`config.mk`:
```
export PLATFORM = sky130hd
export DESIGN_NAME = clk_gen_counter
export DESIGN_NICKNAME = d
export VERILOG_FILES = /design/src/rtl/clk_gen_pkg.sv /design/src/rtl/tc_counter.sv /design/src/rtl/clk_gen_counter.sv
export SDC_FILE = /design/constraint.sdc
export NUM_CORES = 1
export LEC_CHECK = 0
export ABC_AREA = 1
export BUFFER_PORTS_ARGS = -buffer_cell sky130_fd_sc_hd__clkbuf_2
export CORE_ASPECT_RATIO = 1.75
export CORE_MARGIN = 4
export CORE_UTILIZATION = 54
export DETAILED_ROUTE_END_ITERATION = 8
export GPL_TIMING_DRIVEN = 0
export PLACE_DENSITY_LB_ADDON = 0.2
export SLEW_MARGIN = 20
export SYNTH_ARGS = -nofsm -noshare
export SYNTH_HDL_FRONTEND = slang
export SYNTH_SLANG_ARGS = --single-unit
```
`constraint.sdc`:
```
create_clock -name clk -period 2.6 [get_ports clk]
set_clock_uncertainty 0.15 [all_clocks]
set_input_delay 0.39 -clock clk [delete_from_list [all_inputs] [get_ports clk]]
set_output_delay 0.39 -clock clk [all_outputs]
set_load 0.05 [all_outputs]
```
`src/rtl/clk_gen_pkg.sv`:
```
`default_nettype none
// =============================================================================
// Module   : clk_gen_pkg
// Brief    : Shared width, counter type and terminal-count decode for clk_gen.
// Revision : 1.0 - initial release
// =============================================================================
package clk_gen_pkg;

    localparam int DEFAULT_WIDTH = 32;

    typedef logic [DEFAULT_WIDTH-1:0] cnt_t;

    // Unsigned >= so a limit lowered below the running count still forces a wrap
    function automatic logic is_term(input cnt_t count, input cnt_t limit, input logic en);
        return en && (count >= limit);
    endfunction

endpackage
`default_nettype wire

```
`src/rtl/tc_counter.sv`:
```
`default_nettype none
// =============================================================================
// Module   : tc_counter
// Brief    : Enabled up-counter that wraps to zero at or beyond a terminal count.
// Revision : 1.0 - initial release
// =============================================================================
module tc_counter
    import clk_gen_pkg::*;
#(
    parameter int WIDTH = DEFAULT_WIDTH
) (
    input  logic             clk,
    input  logic             rst,
    input  logic             en,
    input  logic [WIDTH-1:0] limit,
    output logic [WIDTH-1:0] count,
    output logic             term
);

    localparam logic [WIDTH-1:0] c_one = {{(WIDTH-1){1'b0}}, 1'b1};

    logic [WIDTH-1:0] r_count;
    logic             w_term;

    generate
        if (WIDTH <= DEFAULT_WIDTH) begin : g_pkg_term
            assign w_term = is_term(cnt_t'(r_count), cnt_t'(limit), en);
        end else begin : g_wide_term
            assign w_term = en && (r_count >= limit);
        end
    endgenerate

    always_ff @(posedge clk) begin
        if (rst) begin
            r_count <= '0;
        end else if (w_term) begin
            r_count <= '0;
        end else if (en) begin
            r_count <= r_count + c_one;
        end
    end

    assign count = r_count;
    assign term  = w_term;

endmodule
`default_nettype wire

```
`src/rtl/clk_gen_counter.sv`:
```
`default_nettype none
// =============================================================================
// Module   : clk_gen_counter
// Brief    : Programmable divider; clk_0 toggles on every counter wrap.
//            Optional registered tick output under CLK_GEN_TICK_OUT_EN.
// Revision : 1.0 - initial release
// =============================================================================
module clk_gen_counter
    import clk_gen_pkg::*;
#(
    parameter int   WIDTH     = DEFAULT_WIDTH,
    parameter logic CLK0_INIT = 1'b0
) (
    input  logic             clk,
    input  logic             rst,
    input  logic             en,
    input  logic [WIDTH-1:0] limit,
    output logic [WIDTH-1:0] count,
`ifdef CLK_GEN_TICK_OUT_EN
    output logic             tick,
`endif
    output logic             clk_0
);

    logic w_term;
    logic r_clk_0;

    tc_counter #(
        .WIDTH (WIDTH)
    ) u_tc_counter (
        .clk   (clk),
        .rst   (rst),
        .en    (en),
        .limit (limit),
        .count (count),
        .term  (w_term)
    );

    always_ff @(posedge clk) begin
        if (rst) begin
            r_clk_0 <= CLK0_INIT;
        end else if (w_term) begin
            r_clk_0 <= ~r_clk_0;
        end
    end

    assign clk_0 = r_clk_0;

`ifdef CLK_GEN_TICK_OUT_EN
    // Lands with the count returning to zero and the clk_0 edge
    logic r_tick;

    always_ff @(posedge clk) begin
        if (rst) begin
            r_tick <= 1'b0;
        end else begin
            r_tick <= w_term;
        end
    end

    assign tick = r_tick;
`endif

endmodule
`default_nettype wire

```
======== Word level (Yosys, flattened, before mapping) ========
Index checks and enable logic that the tools add are counted.
word-level totals
  flip-flop bits (word level) ............. 33
  input bits .............................. 35
  logic and storage cells ................. 7
cells by class
  $add $sub $neg .......................... 1
  magnitude comparators ................... 1
  bitwise operators ....................... 1
  reductions and logical operators ........ 2
operators by type and width
  operator                                                          count
  32-bit by 1-bit adder with 32-bit output (second input constant)  1
  32-bit >= comparator                                              1
  2-bit OR reduction                                                1
  1-bit logical AND                                                 1
  1-bit NOT                                                         1

======== Logic depth before layout (Yosys ltp) ========
Gate-level depths: netlist of run 1.
  depth after elaboration ................. 3
  gate-level depth with buffers ........... 17
  depth with buffers taken out ............ 16

======== Modules after synthesis ========
A second synthesis of run 1 with hierarchy kept.
second synthesis, totals
  cells, all modules ...................... 379
  area, all modules ....................... 2597.5 um2
modules (own cells, without submodules)
  module           times used  cells each  area each (um2)
  tc_counter       1           373         2558.7
  clk_gen_counter  1           6           38.8

======== Least setup slack after synthesis of run 1 ========
Ideal clock, no wire load.
  path type ............................... register to register
  start point ............................. reg u_tc_counter.r_count[0], in the netlist u_tc_counter.count[0]
  end point ............................... reg u_tc_counter.r_count[27], in the netlist u_tc_counter.count[27]
  library setup time ...................... 114 ps
  arrival time ............................ 1908 ps
  setup slack ............................. 428 ps
  stages on the path, launching flop included .. 15
  clock period less this slack ............ 2172 ps
  path through ............................ dfxtp_1 -> inv_1 -> ha_1 -> nand2_1 -> nor2_1 -> nand2_1 -> nor2_1 -> nor2_1 -> nand2_1 -> nand2_1 -> nand2_1 -> nand2_1 -> nand2_2 -> buf_6 -> nor2_1
between the ends
  longest elaborated chain between the ends .. 3
RTL lines
  element                              RTL line           source
  start: declaration                   tc_counter.sv:22   logic [WIDTH-1:0] r_count;
  start signal: assignment             tc_counter.sv:39   r_count <= r_count + c_one;
  32-bit >= comparator                 clk_gen_pkg.sv:15  return en && (count >= limit);
  1-bit logical AND                    clk_gen_pkg.sv:15
  2-bit OR reduction (no source line)  n/a
Parallel ways exist; a longest one is shown, timed or not.
A chain may end at the register's enable or synchronous reset.

======== Final worst setup path of run 1 ========
  start point ............................. reg u_tc_counter.r_count[15], in the netlist u_tc_counter.count[15]
  end point ............................... reg u_tc_counter.r_count[12], in the netlist u_tc_counter.count[12]
between the ends
  longest elaborated chain between the ends .. 3
RTL lines
  element                              RTL line
  32-bit >= comparator                 clk_gen_pkg.sv:15
  1-bit logical AND                    clk_gen_pkg.sv:15
  2-bit OR reduction (no source line)  n/a
No other way between the ends.

==> impl_metrics.py, run 1 <==
metrics = {
    "setup_path": {
        "crit_path_end_kind": "flip-flop",
        "path_common_cell": "nand2_1",
        "required_ps": 2630,
        "crit_arrival_ps": 2170,
        "cp_top_family": "simple AND/OR/NAND/NOR gates",
        "worst-path-buf-inv": 1,
        "critPathLaunchType": "flip-flop",
        "path_class": "reg2reg",
        "crit_fanout": 10,
        "cp_cell_sequence": "ha_1 -> nand2_1 -> nor2_1 -> nand2_1 -> nor2_1 -> nor2_1 -> nand2_1 -> nand2_1 -> nand2_1 -> nand2_1 -> nand2_2 -> buf_6 -> nor2_1",
        "cpMaxStageDelayCell": "dfxtp_1",
        "cp_slowest_stage_delay_ps": 360,
    },
    "sta": {
        "period_minus_slack_ps": 2140,
        "setup_viol": 0,
        "fin_tns_setup_ps": 0,
        "slew_headroom_pct": 79.9,
        "tightestPinTransition_ps": 299,
        "maxSlewViolCount": 0,
        "layout_setup_ws_ps": 458,
        "fmax_ghz": 0.467,
        "rsz0062_at_grt": "no",
        "fin_crit_sh_pct": 82.4,
        "hold_viol": 0,
    },
    "yosys": {
        "ys_top_cells_by_area": "dfxtp_1 (25%), ha_1 (16%), nand2_1 (12%)",
        "synth_cell_types": 26,
        "synth_top_cell_area_share_pct": 25.1,
        "synth_edf_count": 0,
        "synth_top_flop_cell": "dfxtp_1",
        "syn_avg_cell_area_um2": 6.95,
        "yosys-top-cells-count": "nand2_1 (82), inv_1 (68), nor2_1 (60)",
        "synth_warnings": 0,
        "syn_nets": 446,
        "synth_seq_cells": 33,
        "netlist_instances": 378,
        "synth_area_um2": 2630,
        "async_flop_share_pct": 0,
        "synth_top_area_cell": "dfxtp_1",
        "ys_seq_area_share_pct": 25.1,
        "synth.most_common_cell": "nand2_1",
    },
    "layout": {
        "postLayoutCoreUtil_pct": 66.8,
        "layout-drive-gt1-share_pct": 22.5,
        "diodes": 0,
        "area_growth_pct": 19.7,
        "nets": 520,
        "final-instance-count-excl-fill": 505,
    },
    "clock_network": {
        "cts_buffer_depth": 2,
        "cts_setup_buffers": 0,
        "cts_root_buf": "clkbuf_8",
        "clk_latency_ps": 300,
        "ctsHoldBuffers": 0,
        "clk_transition_reported_paths_ps": 70,
        "cts-resized-gates": 0,
        "numCtsBuffers": 5,
        "cts.sink_count": 33,
        "cts_tree": "yes",
        "cts-htree-levels": 2,
    },
    "placement": {
        "portBuffers": 67,
        "dp.cells": 497,
        "gp_congestion": 0.836,
        "dp_hpwl_um": 5200,
        "post-place-ws_ps": 300,
    },
    "grt": {
        "use_met1_pct": 21.7,
        "gr-max-usage-layer": "met2",
        "first_global_vias": 2596,
        "grt_antenna_before_repair": 0,
        "grt_pass1_wl_um": 10600,
        "grt-ovfl-total": 0,
        "grt_use_met3_pct": 3.86,
        "grt_usage_pct": 22.6,
        "grt_max_degree": 11,
        "use_met2_pct": 42.8,
    },
    "detailed_routing": {
        "vias": 2567,
        "drt_iter0_markers": 43,
        "route.detailed.drc": 0,
        "routed_wl_um": 6150,
        "drt-pass1-iter-count": 4,
        "viasPerCell": 5.08,
        "ant_nets": 0,
        "wl_per_cell_um": 12.2,
    },
    "floorplan": {
        "fp.dieW_um": 60.7,
        "initial_core_util_pct": 55.8,
        "pin_count": 68,
        "die-area_um2": 6090,
        "die_y_um": 100,
        "core_area_um2": 4710,
        "row_count": 33,
    },
    "flow_run": {
        "max_cap_violations": 0,
    },
    "outcome": {
        "status": "finished clean",
    },
    "power": {
        "vdd_ir_drop_max_mv": 0.444,
        "p_per_area_nw_per_um2": 361,
        "p_leak_nw": 1.67,
    },
    "min_path": {
        "min_path_type": "in2reg",
    },
}
-- worst paths after layout --
| kind | startpoint | end | slack, ps | cells past startpoint |
|---|---|---|---|---|
| hold / removal | rst | clk_0$_SDFFE_PP0P_ | 200 | 4 |
| hold reg to reg | clk_0$_SDFFE_PP0P_ | clk_0$_SDFFE_PP0P_ | 370 | 2 |
| setup reg to reg | u_tc_counter.count[15]$_SDFFE_PP0P_ | u_tc_counter.count[12]$_SDFFE_PP0P_ | 460 | 13 |
| setup / recovery | u_tc_counter.count[15]$_SDFFE_PP0P_ | u_tc_counter.count[12]$_SDFFE_PP0P_ | 460 | 13 |
-- through the flow --
stage	power, mW	instance area, µm²	hold WS (ps)
CTS	1.14	3150	203
detailed placement	0.640	3030	355
floorplan	0.596	2630	406
global placement	0.635	3030	346
global route	1.18	3150	209
finish	1.13	3150	201
-- per-layer routing --
layer / part of all wire, % / vias up
li1: - / 1321
met5: 0 / -
met4: 3.6 / 0
met1: 36 / 1182
met2: 57 / 49
met3: 3.4 / 15
-- state kept, by name, indices dropped and copies added (netlist names) --
name,flops
clk_0,1
u_tc_counter.count,32
-- where the power goes --
| group | internal, mW | switching [mW] | total [mW] |
|---|---|---|---|
| Sequential | 0.508 | 0.00428 | 0.512 |
| Combinational | 0.0493 | 0.0666 | 0.116 |
| Clock | 0.312 | 0.194 | 0.506 |
-- area by class of cell --
class / instances / area, µm²
Buffer: 4 / 45.0
Multi-Input combinational cell: 272 / 1660
Fill cell: 444 / 1560
Timing Repair Buffer: 67 / 335
Sequential cell: 33 / 661
Clock buffer: 7 / 86.3
Inverter: 69 / 259
Clock inverter: 1 / 30.0
Tap cell: 52 / 65.1
-- logic make-up after synthesis --
logic type,share of synthesized area (%)
and+or+nand+nor,33.9
AOI/OAI and AO/OA,4.00
xor gates and xnor gates,9.33
adders and majority gates,15.7
muxes,0.381
buffers and inverters,11.6
DFF,25.1
-- tightest hold or removal path, stage by stage --
cell      delay [ps]
clkbuf_2          70
inv_1             40
nand2_1           60
nor2_1            30
-- placed cells by master, fill, tap and decap left out, types with 2 or more instances in the layout --
master and n:
nand2_2 4, xnor2_1 12, nor3_1 5, clkbuf_8 6, nand4_2 2, xor2_1 16
buf_6 4, o21a_1 2, a21oi_1 14, nand3_1 11, nor3_2 6, dfxtp_1 33
clkbuf_2 67, inv_1 68, nor2_1 60, nand4_1 9, ha_1 33, nor2_4 2
nand2_1 82, nor2_2 6, a21o_1 2
Note: power is estimated with default switching activity, not from simulation.
==> run 2, diff against run 1 <==
--- a/config.mk
+++ b/config.mk
@@ -9,7 +9,7 @@
 export BUFFER_PORTS_ARGS = -buffer_cell sky130_fd_sc_hd__clkbuf_2
 export CORE_ASPECT_RATIO = 1.75
 export CORE_MARGIN = 4
-export CORE_UTILIZATION = 54
+export CORE_UTILIZATION = 48
 export DETAILED_ROUTE_END_ITERATION = 8
 export GPL_TIMING_DRIVEN = 0
 export PLACE_DENSITY_LB_ADDON = 0.2
==> constraint.sdc (replaced) <==
create_clock -name clk -period 1.9 [get_ports clk]
set_clock_uncertainty 0.15 [all_clocks]
set_input_delay 0.285 -clock clk [delete_from_list [all_inputs] [get_ports clk]]
set_output_delay 0.285 -clock clk [all_outputs]
set_load 0.05 [all_outputs]
==> run 2 against run 1 <==
Net effect:
- the flow now finishes with violations (negative setup slack)
- sequential cell count unchanged
- core utilization rose by 5.8 points
- total power up 24%
- via count grew 4.6%
- cell area increased by 22%
- non-clock buffer count grew 19
- critical endpoint is now u_tc_counter.count[9]$_SDFFE_PP0P_
- largest cell class unchanged
- largest power group unchanged
==> impl_metrics.py, run 2 (synthesis results as in run 1) <==
metrics = {
    "layout": {
        "largest_reg_flops": 32,
        "final_area_um2": 3850,
        "area_growth_pct": 46.3,
        "final_cell_mix": "nand2_1 (70), clkbuf_2 (67), inv_1 (66), nor2_1 (30), nor2_4 (21)",
        "diodes": 0,
        "final_common_cell": "nand2_1",
        "final-instance-count-excl-fill": 545,
        "postLayoutCoreUtil_pct": 72.6,
        "layout-drive-gt1-share_pct": 46.1,
        "nets": 539,
    },
    "setup_path": {
        "worst-path-buf-inv": 1,
        "r2r_setup_slack_ps": -120,
        "cp_top_family": "simple AND/OR/NAND/NOR gates",
        "critPathLaunchType": "flip-flop",
        "reg2regPathDepth": 13,
        "crit_arrival_ps": 2090,
        "path_class": "reg2reg",
        "path_common_cell": "nand2_2",
        "crit_end": "u_tc_counter.count[9]$_SDFFE_PP0P_",
        "cp_num_cells": 13,
        "r2r-start": "u_tc_counter.count[11]$_SDFFE_PP0P_",
        "required_ps": 1970,
        "crit_path_end_kind": "flip-flop",
        "cpMaxStageDelayCell": "dfxtp_4",
        "cp_slowest_stage_delay_ps": 360,
        "cp_cell_sequence": "ha_4 -> a21oi_2 -> nand2_2 -> nand2_2 -> nand2_2 -> nor2_1 -> nand2_1 -> nand2_1 -> nand2_2 -> nand2_4 -> nand2_8 -> buf_6 -> nor2_1",
        "crit_fanout": 8,
        "startpoint": "u_tc_counter.count[11]$_SDFFE_PP0P_",
        "r2r-end": "u_tc_counter.count[9]$_SDFFE_PP0P_",
    },
    "sta": {
        "fin_crit_sh_pct": 106,
        "fmax_ghz": 0.495,
        "maxSlewViolCount": 0,
        "tightestPinTransition_ps": 325,
        "period_minus_slack_ps": 2020,
        "slew_headroom_pct": 78.1,
        "rsz0062_at_grt": "yes",
        "layout_setup_ws_ps": -121,
        "hold_viol": 0,
        "setup_viol": 33,
    },
    "clock_network": {
        "cts_root_buf": "clkbuf_8",
        "clk_latency_ps": 290,
        "cts.sink_count": 33,
        "cts_tree": "yes",
        "clk_transition_reported_paths_ps": 70,
        "cts-htree-levels": 2,
        "cts_buffer_depth": 2,
        "ctsHoldBuffers": 0,
        "numCtsBuffers": 5,
    },
    "detailed_routing": {
        "viasPerCell": 4.93,
        "vias": 2686,
        "drt-pass1-iter-count": 4,
        "ant_nets": 0,
        "drt_iter0_markers": 60,
        "route.detailed.drc": 0,
        "wl_per_cell_um": 13.1,
        "routed_wl_um": 7160,
    },
    "placement": {
        "dp_hpwl_um": 5280,
        "placed_area_um2": 3120,
        "portBuffers": 67,
        "dp.cells": 519,
        "gp_congestion": 0.821,
    },
    "grt": {
        "grt_max_degree": 11,
        "grt-ovfl-total": 0,
        "grt_pass1_wl_um": 11600,
        "grt_antenna_before_repair": 0,
        "first_global_vias": 2647,
        "grt_usage_pct": 21.3,
    },
    "floorplan": {
        "core_area_um2": 5300,
        "initial_core_util_pct": 49.6,
        "fp.dieW_um": 63.9,
        "die_y_um": 106,
        "die-area_um2": 6770,
        "pin_count": 68,
        "row_count": 35,
    },
    "min_path": {
        "min_path_type": "in2reg",
    },
    "outcome": {
        "status": "finished, violations left",
        "violations": "negative setup slack",
    },
    "power": {
        "p_per_area_nw_per_um2": 366,
        "p_leak_nw": 1.80,
        "vdd_ir_drop_max_mv": 0.437,
    },
    "flow_run": {
        "max_cap_violations": 0,
    },
}
-- run 2: area by class of cell --
| cell class | instances | area, µm² |
|---|---|---|
| plain buffers | 4 | 52.6 |
| clock buffers | 6 | 72.6 |
| clock inverters | 1 | 5.00 |
| fillers | 413 | 1450 |
| inverters | 69 | 259 |
| multi-input cells | 272 | 2100 |
| flip-flops and latches | 33 | 741 |
| well taps | 74 | 92.6 |
| repair buffers | 86 | 524 |
-- run 2: per-stage QoR --
| stage | setup TNS, ps | setup WS (ps) | hold slack (ps) | power (mW) |
|---|---|---|---|---|
| final | -2970 | -121 | 199 | 1.41 |
| after global routing | -5120 | -185 | 215 | 1.47 |
| after CTS | -326 | -22.8 | 144 | 1.37 |
| after detailed placement | -8600 | -291 | 357 | 0.866 |
| after global placement | -7550 | -263 | 345 | 0.860 |
| after floorplan | 0 | 4.26 | 301 | 0.806 |
-- run 2: timing repair --
action / in CTS / in global routing
endpoints found under the hold margin: 0 / 0
pin swaps: 3 / 17
gates resized for setup: 35 / 67
endpoints found under the setup margin: 32 / 33
gates cloned: 1 / 2
buffers inserted: 11 / 5
-- run 2: worst register-to-register path: cells and delay by family (launching register included) --
family | cells | cell delay (ps)
buffers and inverters | 1 | 160
flip-flops | 1 | 360
AND/OR/NAND/NOR | 10 | 890
AO/OA/AOI/OAI | 1 | 140
adder cells (fa/ha/maj) | 1 | 250
-- run 2: power breakdown --
| group | switching (mW) | leakage, nW | internal (mW) | total, mW |
|---|---|---|---|---|
| clock network | 0.253 | 0.0410 | 0.249 | 0.502 |
| registers | 0.00586 | 0.287 | 0.674 | 0.680 |
| logic | 0.128 | 1.47 | 0.0999 | 0.228 |
| total | 0.387 | 1.80 | 1.02 | 1.41 |
-- run 2: routing by layer --
metal  vias up  track usage (%)  routed length [µm]
met1      1239             21.1                2440
met2        59             42.0                4150
met3        20             3.28                 241
met4         0             9.27                 318
li1       1368                -                   -
met5         -                0                   0
-- run 2: how the worst min path moves through the flow --
stage / from / to / slack, ps / cells after the start
floorplan: rst / clk_0$_SDFFE_PP0P_ / 300 / 3
global placement: clk_0$_SDFFE_PP0P_ / clk_0$_SDFFE_PP0P_ / 350 / 2
detailed placement: clk_0$_SDFFE_PP0P_ / clk_0$_SDFFE_PP0P_ / 360 / 2
CTS: rst / clk_0$_SDFFE_PP0P_ / 140 / 4
global route: rst / clk_0$_SDFFE_PP0P_ / 220 / 4
finish: rst / clk_0$_SDFFE_PP0P_ / 200 / 4
